[src/rtl/pc_fetch_unit_if.sv]
// Fetch-stage bus: redirect/stall requests from the core and the fetch-side
// outputs towards instruction memory and the link-register writeback path.
interface pc_fetch_unit_if;
    logic        stall;
    logic        halt_req;
    logic        branch_taken;
    logic [31:0] branch_target;
    logic        jump_en;
    logic [31:0] jump_target;
    logic [31:0] instr_address;
    logic [31:0] pc_plus4;
    logic        fetch_valid;
    logic        misalign_fault;
    logic        bound_fault;
    logic        halted;
    logic [31:0] fetch_count;

    // Fetch unit side
    modport master (
        input  stall, halt_req, branch_taken, branch_target, jump_en, jump_target,
        output instr_address, pc_plus4, fetch_valid, misalign_fault, bound_fault,
               halted, fetch_count
    );

    // Core / instruction-memory side
    modport slave (
        output stall, halt_req, branch_taken, branch_target, jump_en, jump_target,
        input  instr_address, pc_plus4, fetch_valid, misalign_fault, bound_fault,
               halted, fetch_count
    );
endinterface

[src/rtl/pc_fetch_unit.sv]
// Program counter and fetch sequencer: next-PC selection (sequential, branch,
// jump), stall/halt handling, target checking with sticky faults, and a
// saturating count of PC advances.
module pc_fetch_unit #(
    parameter logic [31:0] RESET_VECTOR = 32'h0000_0000,
    parameter int unsigned IMEM_WORDS   = 33
) (
    input  logic            clk,
    input  logic            rst,
    pc_fetch_unit_if.master bus
);

    typedef enum logic [1:0] {
        BOOT  = 2'd0,
        RUN   = 2'd1,
        HALT  = 2'd2,
        FAULT = 2'd3
    } state_t;

    localparam logic [29:0] IMEM_LIMIT = 30'(IMEM_WORDS);

    state_t      state_q;
    logic [31:0] pc_q;
    logic [31:0] count_q;
    logic [31:0] count_d;
    logic        misalign_q;
    logic        bound_q;
    logic        fetch_valid_q;
    logic        halted_q;

    logic [31:0] cand;
    logic        cand_misalign;
    logic        cand_oob;

    // Next-PC candidate by redirect priority, plus its alignment/range checks
    always_comb begin
        cand = pc_q + 32'd4;
        if (bus.jump_en) begin
            cand = bus.jump_target & ~32'd1;
        end else if (bus.branch_taken) begin
            cand = bus.branch_target;
        end
        cand_misalign = (cand[1:0] != 2'b00);
        cand_oob      = (cand[31:2] >= IMEM_LIMIT);
        count_d       = (count_q == '1) ? count_q : count_q + 32'd1;
    end

    // Fetch FSM with registered status outputs; halt beats stall beats redirect
    always_ff @(posedge clk) begin
        if (rst) begin
            state_q       <= BOOT;
            pc_q          <= RESET_VECTOR;
            count_q       <= '0;
            misalign_q    <= 1'b0;
            bound_q       <= 1'b0;
            fetch_valid_q <= 1'b0;
            halted_q      <= 1'b0;
        end else begin
            case (state_q)
                BOOT: begin
                    state_q       <= RUN;
                    fetch_valid_q <= 1'b1;
                end
                RUN: begin
                    if (bus.halt_req) begin
                        state_q       <= HALT;
                        fetch_valid_q <= 1'b0;
                        halted_q      <= 1'b1;
                    end else if (!bus.stall) begin
                        if (cand_misalign) begin
                            misalign_q    <= 1'b1;
                            state_q       <= FAULT;
                            fetch_valid_q <= 1'b0;
                        end else if (cand_oob) begin
                            bound_q       <= 1'b1;
                            state_q       <= FAULT;
                            fetch_valid_q <= 1'b0;
                        end else begin
                            pc_q    <= cand;
                            count_q <= count_d;
                        end
                    end
                end
                HALT, FAULT: begin
                    state_q <= state_q;
                end
                default: begin
                    state_q       <= BOOT;
                    fetch_valid_q <= 1'b0;
                    halted_q      <= 1'b0;
                end
            endcase
        end
    end

    assign bus.instr_address  = pc_q;
    assign bus.pc_plus4       = pc_q + 32'd4;
    assign bus.fetch_valid    = fetch_valid_q;
    assign bus.misalign_fault = misalign_q;
    assign bus.bound_fault    = bound_q;
    assign bus.halted         = halted_q;
    assign bus.fetch_count    = count_q;

endmodule
[src/flat_wrapper.sv]
// flat-port wrapper written by rule: the top's interface ports become plain ports
module pc_fetch_unit_flat 
#(
    parameter logic [31:0] RESET_VECTOR = 32'h0000_0000,
    parameter int unsigned IMEM_WORDS   = 33
)
  (clk, rst, bus_stall, bus_halt_req, bus_branch_taken, bus_branch_target, bus_jump_en, bus_jump_target, bus_instr_address, bus_pc_plus4, bus_fetch_valid, bus_misalign_fault, bus_bound_fault, bus_halted, bus_fetch_count);
  pc_fetch_unit_if bus_i ();
  input  logic clk;
  input  logic rst;
  input wire logic [$bits(bus_i.stall)-1:0] bus_stall;
  input wire logic [$bits(bus_i.halt_req)-1:0] bus_halt_req;
  input wire logic [$bits(bus_i.branch_taken)-1:0] bus_branch_taken;
  input wire logic [$bits(bus_i.branch_target)-1:0] bus_branch_target;
  input wire logic [$bits(bus_i.jump_en)-1:0] bus_jump_en;
  input wire logic [$bits(bus_i.jump_target)-1:0] bus_jump_target;
  output wire logic [$bits(bus_i.instr_address)-1:0] bus_instr_address;
  output wire logic [$bits(bus_i.pc_plus4)-1:0] bus_pc_plus4;
  output wire logic [$bits(bus_i.fetch_valid)-1:0] bus_fetch_valid;
  output wire logic [$bits(bus_i.misalign_fault)-1:0] bus_misalign_fault;
  output wire logic [$bits(bus_i.bound_fault)-1:0] bus_bound_fault;
  output wire logic [$bits(bus_i.halted)-1:0] bus_halted;
  output wire logic [$bits(bus_i.fetch_count)-1:0] bus_fetch_count;
  assign bus_i.stall = bus_stall;
  assign bus_i.halt_req = bus_halt_req;
  assign bus_i.branch_taken = bus_branch_taken;
  assign bus_i.branch_target = bus_branch_target;
  assign bus_i.jump_en = bus_jump_en;
  assign bus_i.jump_target = bus_jump_target;
  assign bus_instr_address = bus_i.instr_address;
  assign bus_pc_plus4 = bus_i.pc_plus4;
  assign bus_fetch_valid = bus_i.fetch_valid;
  assign bus_misalign_fault = bus_i.misalign_fault;
  assign bus_bound_fault = bus_i.bound_fault;
  assign bus_halted = bus_i.halted;
  assign bus_fetch_count = bus_i.fetch_count;
  pc_fetch_unit #(.RESET_VECTOR(RESET_VECTOR), .IMEM_WORDS(IMEM_WORDS)) u_core (.clk(clk), .rst(rst), .bus(bus_i));
endmodule
[config.mk]
export PLATFORM = sky130hd
export DESIGN_NAME = pc_fetch_unit_flat
export DESIGN_NICKNAME = d
export VERILOG_FILES = /design/src/rtl/pc_fetch_unit_if.sv /design/src/rtl/pc_fetch_unit.sv /design/src/flat_wrapper.sv
export SDC_FILE = /design/constraint.sdc
export NUM_CORES = 1
export LEC_CHECK = 0
export BUFFER_PORTS_ARGS = -buffer_cell sky130_fd_sc_hd__buf_2
export CAP_MARGIN = 10
export CORE_MARGIN = 2
export CORE_UTILIZATION = 49
export DETAILED_ROUTE_END_ITERATION = 7
export PLACE_DENSITY = 0.8
export SYNTH_ARGS = -nofsm -noshare
export SYNTH_HDL_FRONTEND = slang
export SYNTH_SLANG_ARGS = --single-unit
export TNS_END_PERCENT = 1
[constraint.sdc]
create_clock -name clk -period 3.9 [get_ports clk]
set_input_delay 0.39 -clock clk [delete_from_list [all_inputs] [get_ports clk]]
set_output_delay 0.39 -clock clk [all_outputs]
set_load 0.05 [all_outputs]
==> flow_metrics.env <==
export IMPL_p_int_mw=1.19
export IMPL_period_share_pct=95.5
export IMPL_busiest_layer="met2"
export IMPL_use_met1_pct=34.9
export IMPL_ant_nets=0
export IMPL_worst_slew_pin_slew_ns=0.718
export IMPL_drv_cap=0
export IMPL_critical_path_required_ns=4.13
export IMPL_power_frac_comb_pct=9.1
export IMPL_vias_per_cell=5.95
export IMPL_drc=0
export IMPL_path_clk_slew_ns=0.08
export IMPL_clock_root_buffer="clkbuf_8"
export IMPL_io_pins=170
export IMPL_first_pass_iters=5
export IMPL_drt_iter0_markers=274
export IMPL_cpPeakStageDelay_ns=0.58
export IMPL_syn_area_per_cell_sq_um=7.88
export IMPL_fp_row_count=33
export IMPL_drive_gt1_share_pct=32.3
export IMPL_via_count=4802
export IMPL_dp_cells=791
export IMPL_cp_start_kind="flip-flop"
export IMPL_sw_frac_of_total_pct=23.4
export IMPL_cts_tree="done"
export IMPL_peakVddDrop_mv=0.200
export IMPL_seq_power_share_pct=46.6
export IMPL_p_per_area_nw_per_um2=285
export IMPL_clk_latency_ns=0.35
export IMPL_finalCriticalPeriod_ns=3.73
export IMPL_setup_ws_ns=0.174
export IMPL_grt_pass1_wl_um=20800
export IMPL_antenna_found_initial=0
export IMPL_worstPathArrival_ns=3.96
export IMPL_postLayoutCellArea_sq_um=5430
export IMPL_grtUsageTotal_pct=28.8
export IMPL_fp_dieW_um=96.2
export IMPL_clkPwrFrac_pct=44.3
export IMPL_clockBufferDepth=2
export IMPL_htreeDepth=3
export IMPL_slew_viol_final=0
export IMPL_endpoint_kind="flip-flop"
export IMPL_max_freq_mhz=268
export IMPL_synth_area_leaders="dfxtp_1 34%, nor2_1 4.2%, nand4_1 4.1%, xor2_1 3.8%, and2_1 3.8%"
export IMPL_io_buffers=168
export IMPL_wl_per_cell_um=16.9
export IMPL_slowest_stage="or4_4"
export IMPL_crit_chain="ha_1 -> nand3_1 -> nor3_2 -> and4_1 -> o22ai_1 -> or4_4 -> nor4b_2 -> nand4_1 -> or4_1 -> mux2_1"
export IMPL_start_util_pct=50.6
export IMPL_post_route_util_pct=66.1
export IMPL_synthCells=528
export IMPL_fin_skew_ns=0.00751
export IMPL_max_slew_margin_rel_pct=52.0
export IMPL_synth_nets=600
export IMPL_hpwl_um=10200
export IMPL_grt_util_met2_pct=50.9
export IMPL_synth_top_area_share_pct=33.7
export IMPL_synthesis_area_sq_um=4160
export IMPL_synth_seq_cells=70
export IMPL_gp_congestion=1.03
export IMPL_overflow=0
export IMPL_grt_pass1_vias=4280
export IMPL_cts_buffers=9
export IMPL_dpl_cell_area_sq_um=5180
export IMPL_cp_max_fo=8
export IMPL_ys_seq_area_share_pct=33.7
export IMPL_die_area_sq_um=9250
export IMPL_layout_cells_non_filler=807
export IMPL_netSwitchingPower_mw=0.362
export IMPL_ff2ff_setup_slack_ns=0.17
export IMPL_final_hold_violation_count=0
export IMPL_grt_util_met3_pct=4.46
export IMPL_routed_wl_um=13700
export IMPL_leakagePower_nw=2.53
export IMPL_area_growth_pct=30.5
export IMPL_finalSetupTns_ns=0
export IMPL_status="completed"
export IMPL_dp_slack_ns=0.118
export IMPL_rsz0062_at_grt="no"
export IMPL_final_nets=769
export IMPL_hp_class="input pin to flip-flop"
export IMPL_yosys_warnings=0
export IMPL_cts_sinks=70
export IMPL_n_antenna_cell=0
export IMPL_worstSetupPathType="flip-flop to flip-flop"
export IMPL_coreArea_sq_um=8220
export IMPL_grt_max_degree=38
export IMPL_synth_cell_types=56
export IMPL_chipHeight_um=96.2
export IMPL_yosysTopAreaCell="dfxtp_1"
export IMPL_setup_violations=0
==> through the flow <==
stage                     total power [mW]  hold slack, ns
after floorplan                      0.817           0.486
after global placement               0.873           0.444
after detailed placement             0.876           0.461
after CTS                             1.56           0.273
after global routing                  1.60           0.286
final                                 1.55           0.288
==> layout by cell type (no fill, tap or decap), drive strengths merged, types with 4 or more instances in the layout <==
master / netlist / final
clkbuf: 18 / 13
o31ai: 7 / 7
o31a: 5 / 5
mux2: 5 / 5
buf: 13 / 189
nand3: 23 / 23
and4: 9 / 9
and2: 25 / 25
nand2: 38 / 38
or2: 4 / 4
inv: 13 / 13
a211oi: 6 / 6
mux2i: 6 / 6
or3: 16 / 16
nand4: 28 / 28
dfxtp: 70 / 70
or4: 14 / 14
xor2: 18 / 18
and3: 11 / 11
nor4: 18 / 18
nand2b: 5 / 5
nor3: 18 / 18
o21ai: 28 / 28
xnor2: 9 / 9
nor2b: 13 / 13
o22ai: 6 / 6
a21oi: 25 / 25
nor2: 47 / 47
==> worst paths after layout <==
check,from,endpoint,depth (start not counted)
max,u_core.bus.instr_address[2],u_core.bus.fetch_count[21],10
min,bus_halt_req,u_core.state_q[0],2
max reg2reg,u_core.bus.instr_address[2],u_core.bus.fetch_count[21],10
min reg2reg,u_core.bus.halted,u_core.bus.halted,2
==> sequential cells by signal, indices dropped and copies added, names as in the netlist <==
register and count:
u_core.bus.fetch_count 32, u_core.bus.halted 1, u_core.state_q 2, u_core.bus.fetch_valid 1, u_core.bus.bound_fault 1, u_core.bus.misalign_fault 1
u_core.bus.instr_address 32
==> final cells by class <==
type                       instances  area (sq um)
timing repair buffer             189          1010
multi-input combinational        413          2600
inverter                          14          52.6
fill                             711          2780
sequential                        70          1400
tap                              105           131
clock buffer                      13           169
clock inverter                     3          65.1
==> power by group through the flow <==
stage               logic [mW]  clock network, mW  registers [mW]
floorplan               0.0664                  0           0.751
global placement         0.134                  0           0.740
detailed placement       0.137                  0           0.740
CTS                      0.138              0.695           0.723
global route             0.154              0.724           0.724
finish                   0.141              0.687           0.723
==> kinds of logic after synthesis <==
| kind of cell | after synthesis | share of synthesized area, % |
|---|---|---|
| adders and majority gates | 2 | 0.601 |
| buffers and inverters | 45 | 4.57 |
| muxes | 11 | 2.80 |
| xor gates and xnor gates | 27 | 5.68 |
| DFF | 70 | 33.7 |
| AOI/OAI and AO/OA | 98 | 15.1 |
| and+or+nand+nor | 275 | 37.6 |
==> layer usage <==
metal / wire length, um / vias up / part of all wire (%)
met3: 1080 / 37 / 7.9
met5: 0 / - / 0
met4: 403 / 0 / 3.0
met1: 5430 / 2239 / 40
li1: - / 2290 / -
met2: 6740 / 236 / 49
==> critical path: cells and delay by family (launching register included) <==
family / cells / cell delay, ns
and+or+nand+nor: 7 / 2.52
adders and majority gates: 1 / 0.24
AOI/OAI and AO/OA: 1 / 0.09
DFF: 1 / 0.44
muxes: 1 / 0.33
==> synthesized netlist by cell type (all sizes together) <==
library cell   n
and3          11
o32ai          1
dfxtp         70
o22ai          6
nor4          18
inv           13
or3           16
xor2          18
nor2          47
and2          25
a211oi         6
o311ai         1
clkbuf        18
o21ba          3
o21bai         3
o2111ai        1
or4           14
or2            4
mux2           5
buf           13
o41ai          2
o21ai         28
o31a           5
nand2b         5
a2111oi        1
nand2         38
nor2b         13
a31oi          3
mux2i          6
a2111o         1
o211ai         2
nand3         23
xnor2          9
a31o           1
clkinv         1
o31ai          7
nand4         28
nand4b         2
ha             2
or4b           1
o21a           2
a21oi         25
nor3          18
and4           9
nor4b          3
==> timing repair <==
item | CTS | global route
hold buffers | 0 | 0
resized for setup | 0 | 3
buffers inserted | 0 | 0
endpoints found under the setup margin | 0 | 58
Power figures use the tool's default switching activity.
